File: src/rtl/if_prefetch_queue_if.sv
// Fetch-stage bundle: instruction-memory request/response, redirect input
// and the instruction handoff to decode.
interface if_prefetch_queue_if #(
  parameter int unsigned XLEN = 32
);
  logic            imem_req_valid;
  logic            imem_req_ready;
  logic [XLEN-1:0] imem_req_addr;
  logic            imem_resp_valid;
  logic [31:0]     imem_resp_data;
  logic            redirect;
  logic [XLEN-1:0] redirect_pc;
  logic            id_stall;
  logic            inst_valid;
  logic [31:0]     inst_data;
  logic [XLEN-1:0] inst_pc;

  modport master (
    output imem_req_valid, imem_req_addr, inst_valid, inst_data, inst_pc,
    input  imem_req_ready, imem_resp_valid, imem_resp_data, redirect,
           redirect_pc, id_stall
  );

  modport slave (
    input  imem_req_valid, imem_req_addr, inst_valid, inst_data, inst_pc,
    output imem_req_ready, imem_resp_valid, imem_resp_data, redirect,
           redirect_pc, id_stall
  );
endinterface

File: src/rtl/if_prefetch_queue.sv
// RV32 instruction-fetch prefetch queue: owns the fetch PC, issues in-order
// word requests under a credit limit and buffers returned words with their PCs.
module if_prefetch_queue #(
  parameter int unsigned     XLEN     = 32,
  parameter int unsigned     DEPTH    = 2,
  parameter logic [XLEN-1:0] RESET_PC = '0
) (
  input  logic                 clk,
  input  logic                 reset,
  if_prefetch_queue_if.master  bus
);
  // state  | meaning
  // S_IDLE | just out of reset, no fetch issued yet
  // S_RUN  | fetching under the credit limit
  typedef enum logic {S_IDLE, S_RUN} state_t;

  localparam int unsigned AW = $clog2(DEPTH);
  localparam int unsigned CW = AW + 2;

  state_t          r_state, w_state_nxt;
  logic            w_run;
  logic [XLEN-1:0] r_fetch_pc, r_tag_pc;
  logic [CW-1:0]   r_count, r_inflight, r_drop;
  logic [AW-1:0]   r_rd_ptr, r_wr_ptr;
  logic [31:0]     r_mem_data [DEPTH];
  logic [XLEN-1:0] r_mem_pc   [DEPTH];

  logic            w_req_valid, w_req_fire, w_inst_valid, w_push, w_pop;
  logic [CW-1:0]   w_inflight_nxt;
  logic [XLEN-1:0] w_redirect_pc;
  logic            w_unused_pc_lsb;

  always_ff @(posedge clk or posedge reset) begin
    if (reset) r_state <= S_IDLE;
    else       r_state <= w_state_nxt;
  end

  always_comb begin
    w_state_nxt = r_state;
    w_run       = 1'b0;
    case (r_state)
      S_IDLE:  w_state_nxt = S_RUN;
      S_RUN:   w_run = 1'b1;
      default: w_state_nxt = S_IDLE;
    endcase
  end

  // Credit counts both buffered and outstanding words so a response always has a slot.
  assign w_req_valid    = w_run & ~bus.redirect & ((r_count + r_inflight) < CW'(DEPTH));
  assign w_req_fire     = w_req_valid & bus.imem_req_ready;
  assign w_inst_valid   = (r_count != '0) & ~bus.redirect;
  assign w_pop          = w_inst_valid & ~bus.id_stall;
  assign w_push         = bus.imem_resp_valid & (r_drop == '0) & ~bus.redirect;
  assign w_inflight_nxt = r_inflight + CW'(w_req_fire) - CW'(bus.imem_resp_valid);
  assign w_redirect_pc  = {bus.redirect_pc[XLEN-1:2], 2'b00};
  assign w_unused_pc_lsb = ^bus.redirect_pc[1:0];

  always_ff @(posedge clk or posedge reset) begin
    if (reset) begin
      r_fetch_pc <= RESET_PC;
      r_tag_pc   <= RESET_PC;
      r_count    <= '0;
      r_inflight <= '0;
      r_drop     <= '0;
      r_rd_ptr   <= '0;
      r_wr_ptr   <= '0;
      for (int i = 0; i < DEPTH; i++) begin
        r_mem_data[i] <= '0;
        r_mem_pc[i]   <= '0;
      end
    end else begin
      r_inflight <= w_inflight_nxt;
      if (bus.redirect) begin
        // Everything still outstanding belongs to the old path.
        r_fetch_pc <= w_redirect_pc;
        r_tag_pc   <= w_redirect_pc;
        r_drop     <= w_inflight_nxt;
        r_count    <= '0;
        r_rd_ptr   <= '0;
        r_wr_ptr   <= '0;
      end else begin
        assert (!(w_push && !w_pop && r_count == CW'(DEPTH)));
        if (w_req_fire)
          r_fetch_pc <= r_fetch_pc + XLEN'(4);
        if (bus.imem_resp_valid && r_drop != '0)
          r_drop <= r_drop - CW'(1);
        if (w_push) begin
          r_mem_data[r_wr_ptr] <= bus.imem_resp_data;
          r_mem_pc[r_wr_ptr]   <= r_tag_pc;
          r_tag_pc             <= r_tag_pc + XLEN'(4);
          r_wr_ptr             <= r_wr_ptr + AW'(1);
        end
        if (w_pop)
          r_rd_ptr <= r_rd_ptr + AW'(1);
        r_count <= r_count + CW'(w_push) - CW'(w_pop);
      end
    end
  end

  assign bus.imem_req_valid = w_req_valid;
  assign bus.imem_req_addr  = r_fetch_pc;
  assign bus.inst_valid     = w_inst_valid;
  assign bus.inst_data      = r_mem_data[r_rd_ptr];
  assign bus.inst_pc        = r_mem_pc[r_rd_ptr];
endmodule

File: src/flat_wrapper.sv
// flat-port wrapper written by rule: the top's interface ports become plain ports
module if_prefetch_queue_flat 
#(
  parameter int unsigned     XLEN     = 32,
  parameter int unsigned     DEPTH    = 2,
  parameter logic [XLEN-1:0] RESET_PC = '0
)
  (clk, reset, bus_imem_req_valid, bus_imem_req_addr, bus_inst_valid, bus_inst_data, bus_inst_pc, bus_imem_req_ready, bus_imem_resp_valid, bus_imem_resp_data, bus_redirect, bus_redirect_pc, bus_id_stall);
  if_prefetch_queue_if #(.XLEN(XLEN)) bus_i ();
  input  logic clk;
  input  logic reset;
  output wire logic [$bits(bus_i.imem_req_valid)-1:0] bus_imem_req_valid;
  output wire logic [$bits(bus_i.imem_req_addr)-1:0] bus_imem_req_addr;
  output wire logic [$bits(bus_i.inst_valid)-1:0] bus_inst_valid;
  output wire logic [$bits(bus_i.inst_data)-1:0] bus_inst_data;
  output wire logic [$bits(bus_i.inst_pc)-1:0] bus_inst_pc;
  input wire logic [$bits(bus_i.imem_req_ready)-1:0] bus_imem_req_ready;
  input wire logic [$bits(bus_i.imem_resp_valid)-1:0] bus_imem_resp_valid;
  input wire logic [$bits(bus_i.imem_resp_data)-1:0] bus_imem_resp_data;
  input wire logic [$bits(bus_i.redirect)-1:0] bus_redirect;
  input wire logic [$bits(bus_i.redirect_pc)-1:0] bus_redirect_pc;
  input wire logic [$bits(bus_i.id_stall)-1:0] bus_id_stall;
  assign bus_imem_req_valid = bus_i.imem_req_valid;
  assign bus_imem_req_addr = bus_i.imem_req_addr;
  assign bus_inst_valid = bus_i.inst_valid;
  assign bus_inst_data = bus_i.inst_data;
  assign bus_inst_pc = bus_i.inst_pc;
  assign bus_i.imem_req_ready = bus_imem_req_ready;
  assign bus_i.imem_resp_valid = bus_imem_resp_valid;
  assign bus_i.imem_resp_data = bus_imem_resp_data;
  assign bus_i.redirect = bus_redirect;
  assign bus_i.redirect_pc = bus_redirect_pc;
  assign bus_i.id_stall = bus_id_stall;
  if_prefetch_queue #(.XLEN(XLEN), .DEPTH(DEPTH), .RESET_PC(RESET_PC)) u_core (.clk(clk), .reset(reset), .bus(bus_i));
endmodule
File: config.mk
export PLATFORM = sky130hd
export DESIGN_NAME = if_prefetch_queue_flat
export DESIGN_NICKNAME = d
export VERILOG_FILES = /design/src/rtl/if_prefetch_queue_if.sv /design/src/rtl/if_prefetch_queue.sv /design/src/flat_wrapper.sv
export SDC_FILE = /design/constraint.sdc
export NUM_CORES = 1
export LEC_CHECK = 0
export CAP_MARGIN = 30
export CORE_ASPECT_RATIO = 1.25
export CORE_UTILIZATION = 58
export DETAILED_ROUTE_END_ITERATION = 10
export PLACE_DENSITY = 0.86
export SYNTH_ARGS = -nofsm -noshare
export SYNTH_HDL_FRONTEND = slang
export SYNTH_SLANG_ARGS = --single-unit
File: constraint.sdc
create_clock -name clk -period 18.42 [get_ports clk]
set_clock_uncertainty 0.15 [all_clocks]
set_input_delay 1.842 -clock clk [delete_from_list [all_inputs] [get_ports clk]]
set_output_delay 1.842 -clock clk [all_outputs]
set_load 0.01 [all_outputs]
# ---- Word-level counts from Yosys, hierarchy flattened
# Cells that the tools add are included.
dict set report totals {
  register_bits 204
  inputBits 70
  output_inout_bits 98
  word_cells 69
}
dict set report op_classes {
  n_addsub 10
  order_cmp 4
  n_mux 22
  bitwise 11
  reduce_logical 10
}
# operator n
set op_table {}
lappend op_table {{32-bit 2-to-1 mux} 11}
lappend op_table {{64-bit bitwise mux} 2}
lappend op_table {{32-bit by 3-bit adder with 32-bit output (second input constant)} 2}
lappend op_table {{32-bit demux with 1-bit select} 1}
lappend op_table {{3-bit 2-to-1 mux} 3}
lappend op_table {{2-bit nonzero test} 4}
lappend op_table {{1-bit bitwise AND} 7}
lappend op_table {{3-bit by 1-bit adder with 3-bit output} 2}
lappend op_table {{3-bit nonzero test} 2}
lappend op_table {{3-bit by 1-bit subtractor with 3-bit output} 2}
lappend op_table {{1-bit 2-to-1 mux} 5}
lappend op_table {{2-bit >= comparator (second input constant)} 2}
lappend op_table {{1-bit NOT with 2-bit output} 2}
lappend op_table {{3-bit adder} 1}
lappend op_table {{3-bit logical NOT} 1}
lappend op_table {{3-bit by 2-bit less-than comparator with 1-bit output (second input constant)} 1}
lappend op_table {{3-bit by 1-bit subtractor with 3-bit output (second input constant)} 1}
lappend op_table {{1-bit adder (second input constant)} 2}
lappend op_table {{1-bit logical AND} 2}
lappend op_table {{2-bit by 1-bit less-than comparator with 1-bit output (second input constant)} 1}
lappend op_table {{1-bit NOT} 2}
lappend op_table {{2-bit AND reduction} 1}

# ---- Logic depth before layout (Yosys ltp)
dict set report depth {
  word_depth 7
  depth_mapped 13
  mapped_depth_nobuf 12
}

# ---- Worst setup path before layout
# OpenSTA, ideal clock, no wires.
dict set report synth_path {
  path_type {input-to-output}
  from {in bus_redirect}
  to {out bus_imem_req_valid}
  arrival_ns 3.060
  t_required_ns 16.428
  slack_ns 13.368
  path_stages 5
  path_buffers 4
  cell_sequence {clkbuf_1 -> clkbuf_1 -> clkbuf_1 -> buf_1 -> nor3_1}
}
dict set report synth_between {
  elab_chain_cells 3
}
# element line
set synth_lines {}
lappend synth_lines {{start, declared} flat_wrapper.sv:20} ;# input wire logic [$bits(bus_i.redirect)-1:0] bus_redirect;
lappend synth_lines {{1-bit NOT (no line)} n/a}
lappend synth_lines {{1-bit bitwise AND (2 in series)} if_prefetch_queue.sv:49} ;# assign w_req_valid = w_run & ~bus.redirect & ((r_count + r_inflight) < CW'(DEPTH));
lappend synth_lines {{end, declared} flat_wrapper.sv:12} ;# output wire logic [$bits(bus_i.imem_req_valid)-1:0] bus_imem_req_valid;
# No other way between the ends.

# ---- Final worst setup path
# Same ends and word-level chain as after synthesis.

==> summary.md <==
The run finished with clean final reports. For the worst flop-to-flop path, the logic depth is 12. The type of the most critical hold path was reg -> reg. In this run the cell area of the synthesized design comes to 9780 sq um.

In the final design database the tool counted 1060 nets. For hold timing, the worst endpoint is u_core.r_mem_data[63]$_DFFE_PP0P_. The logs give 7365 for the number of vias in the routed layout and 22600 um for the final wirelength. The logs give 75 for the pin count of the biggest net entering global routing and 26.9% for the all-layer global routing usage. For the worst setup path, the data arrival time is 3.02 ns. Of the cells placed in the final design, the portion with a size suffix greater than 1 is 23.1%. The post-CTS repair timing setup buffer count was 0; the post-cts sizing count was 0.

Sorting the synthesized cells by area gives the leading types as sky130_fd_sc_hd__dfrtp_1 50%, sky130_fd_sc_hd__mux2_2 21%, sky130_fd_sc_hd__nand2_1 2.1%, sky130_fd_sc_hd__or4_1 1.7%, sky130_fd_sc_hd__nand4_1 1.6%. Summed over its instances, the top area cell type makes up 50.1% of the synthesized netlist area. Compared with the post-synthesis result, the final layout area differs by 22.9%. The repair_antennas step left the layout with diodes totalling 0. After layout, the minimum clock period comes to 5.01 ns. Sorting the synthesized cells by how often they occur yields 196 x sky130_fd_sc_hd__dfrtp_1, 185 x sky130_fd_sc_hd__mux2_2, 56 x sky130_fd_sc_hd__nand2_1, 39 x sky130_fd_sc_hd__clkbuf_1, 30 x sky130_fd_sc_hd__nor2_1.

After synthesis, the netlist uses 60 different library cells. The synthesized design spends more area on one cell type than any other, namely sky130_fd_sc_hd__dfrtp_1. After detailed routing, the average wire length per cell comes to 18.7 um. The buffer type at the clock tree root is sky130_fd_sc_hd__clkbuf_16. The worst min-delay path startpoint is u_core.r_mem_data[63]$_DFFE_PP0P_. Headroom to the max-slew limit came out at 40.0%. The data required time of the worst path is 16.43 ns. Total half-perimeter wirelength after legalization and detailed placement: 15200 um.

Setup repair after global routing left no endpoint under its margin. The initial antenna violation count was 0. The number of endpoints failing setup at the final stage is 0, and the number of global-route vias before repair is 7246.

The critical path class was in -> out. The startpoint class of the critical path is an input port. The tools report the peak ir drop on the vdd network as 101 uV. Based on the critical path, the design can be clocked at up to 200 MHz.

In this run, synthesis produced a sequential element count of 196. Wire length of the first global-routing pass: 37100 um. In this run the critical register-to-register path is captured at u_core.r_drop[2]$_DFFE_PP0P_. 168 I/O pins were placed. The first TritonRoute pass finished after 6 iterations. Global routing finished with a remaining overflow of 0.

For this block, the initial DRC count from the detailed router was 625. The proportion of register bits with asynchronous set or reset after synthesis came out at 100%. Among all flip-flop cells after synthesis, the most frequent one is sky130_fd_sc_hd__dfrtp_1. The DRC violation count after routing is 0, and the instance count along the most critical hold path is 1. Counting the buffers created by CTS gives 17. Slew at the pin closest to its max-slew limit: 0.900 ns. Across all register-to-register paths, the minimum setup slack is 14.50 ns. TritonCTS built the clock tree. The final critical path takes up 27.2% of the cycle. In this run the tool buffered the top-level ports with 161 buffer cells. The initial utilization of the core area, before any placement, comes to 59.9%. After clock tree synthesis, the clock-pin slew on the worst setup and hold paths is 0.06 ns. Power comes to 1.71 mW. The detail route stage leaves a number of antenna-violating nets equal to 0.

For this run, the number of Yosys warnings is 0. Along the worst path, the maximum fanout reaches 38. The width of the chip is 118 um, and the mean area per synthesized cell is 11.6 sq um.

After routing, the total negative slack on setup checks comes to 0 ns. The die is 147 um tall. The cell count after synthesis came out at 844.

The die covers 17400 sq um. For this run, the register share of the synthesized area comes to 50.1%. The later pin in the worst-skew pair is clocked with a latency of 0.43 ns.

Kind of end point of the critical path: an output port. The tools report the number of pins with negative max-slew slack in the final report as 0. Yosys instantiated no cell more often than sky130_fd_sc_hd__dfrtp_1.

Row generation in the floorplan step produced 52 rows. The run gives 0 as the max-cap check violation count. The via density per instance was 6.10. The power density of the placed cells works out to 142 nW/um^2.

After clock tree synthesis, the flow added hold-fix buffers numbering 0. Counting along the longest clock path gives a buffer depth of 2. Total clock sinks: 196.

Routability-driven placement finished with a final weighted congestion of 0.907. Number of enable flip-flop cells after synthesis: 0. Summed over all cells, the static leakage comes to 5.10 nW.

The logs give 16300 sq um for the area inside the core boundary and 4 for the number of levels the H-tree was split into. The hold violation total from the final report came out at 0. The worst register-to-register path begins at u_core.r_count[1]$_DFF_PP0_.
worst max-delay path by stage:
stage,slack [ns],depth (start not counted),start,to
after floorplan,11.09,1,reset,u_core.bus.imem_req_addr[10]$_DFFE_PP0P_
after global placement,13.43,3,bus_redirect,bus_imem_req_valid
after detailed placement,13.40,11,bus_imem_req_ready,u_core.r_drop[2]$_DFFE_PP0P_
after CTS,13.40,3,bus_redirect,bus_imem_req_valid
after global routing,13.34,3,bus_redirect,bus_imem_req_valid
final,13.41,3,bus_redirect,bus_imem_req_valid
final cells by class:
class                           count  area (sq um)
Clock inverter                      9          55.1
Inverter                           26           103
Tap cell                          216           270
Fill cell                        1154          4310
Clock buffer                       23           468
Timing Repair Buffer              168          1660
Multi-Input combinational cell    570          4560
Sequential cell                   196          4910
logic make-up after synthesis:
family	share of synthesized area (%)
simple gates	13.1
flops	50.1
mux	21.8
compound gates	7.84
buf+inv	3.41
xor+xnor	2.00
fa+ha+maj	1.64
other cells	0.0768
layout by cell type (no fill, tap or decap), types with 5 or more instances in the layout:
cell type	n
sky130_fd_sc_hd__mux2_2	185
sky130_fd_sc_hd__nand4_1	25
sky130_fd_sc_hd__nor3_1	10
sky130_fd_sc_hd__nand2b_1	6
sky130_fd_sc_hd__and3_1	8
sky130_fd_sc_hd__xor2_1	8
sky130_fd_sc_hd__clkinv_2	6
sky130_fd_sc_hd__and4_1	7
sky130_fd_sc_hd__o21ai_0	25
sky130_fd_sc_hd__buf_4	7
sky130_fd_sc_hd__o31a_1	8
sky130_fd_sc_hd__nand3_1	26
sky130_fd_sc_hd__or4_1	22
sky130_fd_sc_hd__ha_1	8
sky130_fd_sc_hd__o21ai_1	5
sky130_fd_sc_hd__conb_1	5
sky130_fd_sc_hd__dfrtp_1	195
sky130_fd_sc_hd__nand2_1	55
sky130_fd_sc_hd__o31ai_1	11
sky130_fd_sc_hd__or3_1	6
sky130_fd_sc_hd__clkbuf_16	17
sky130_fd_sc_hd__a21oi_1	9
sky130_fd_sc_hd__nor4_1	15
sky130_fd_sc_hd__o211ai_1	9
sky130_fd_sc_hd__a21o_1	5
sky130_fd_sc_hd__a31oi_1	15
sky130_fd_sc_hd__nor2_1	30
sky130_fd_sc_hd__a211oi_1	7
sky130_fd_sc_hd__xnor2_1	9
sky130_fd_sc_hd__clkdlybuf4s50_1	160
sky130_fd_sc_hd__and2_1	6
sky130_fd_sc_hd__inv_1	24
critical path, stage by stage:
cell and delay, ns:
sky130_fd_sc_hd__buf_2 0.30, sky130_fd_sc_hd__nor3_1 0.29, sky130_fd_sc_hd__clkdlybuf4s50_1 0.57
report_power, final:
group	switching, mW	internal (mW)	leakage [nW]
Clock	0.157	0.179	0.261
Combinational	0.264	0.418	2.39
Sequential	0.108	0.581	2.45
sequential cells by signal (all words and copies together) (netlist names):
| signal | flops |
|---|---|
| u_core.r_drop | 3 |
| u_core.r_state | 1 |
| u_core.r_count | 3 |
| u_core.bus.imem_req_addr | 30 |
| u_core.r_mem_pc | 60 |
| u_core.r_mem_data | 64 |
| u_core.r_tag_pc | 30 |
| u_core.r_rd_ptr | 1 |
| u_core.r_wr_ptr | 1 |
| u_core.r_inflight | 3 |
metrics by stage:
step / cells / hold WS, ns / util, % / instance area [sq um] / worst slack [ns]
detailed placement: 1176 / 0.332 / 70.4 / 11500 / 13.40
finish: 1208 / 0.344 / 73.6 / 12000 / 13.41
global placement: 1176 / 0.323 / 70.4 / 11500 / 13.43
global route: 1208 / 0.358 / 73.6 / 12000 / 13.34
CTS: 1208 / 0.347 / 73.6 / 12000 / 13.40
floorplan: 847 / 0.304 / - / 9790 / 11.09
layer usage:
layer	vias to the layer above	GRT usage, %	wire, um
met1	3646	35.8	9450
met5	-	0	0
met3	32	4.15	1450
met4	0	7.76	289
li1	3381	-	-
met2	306	45.7	11400
(Power assumes the default switching activity.)
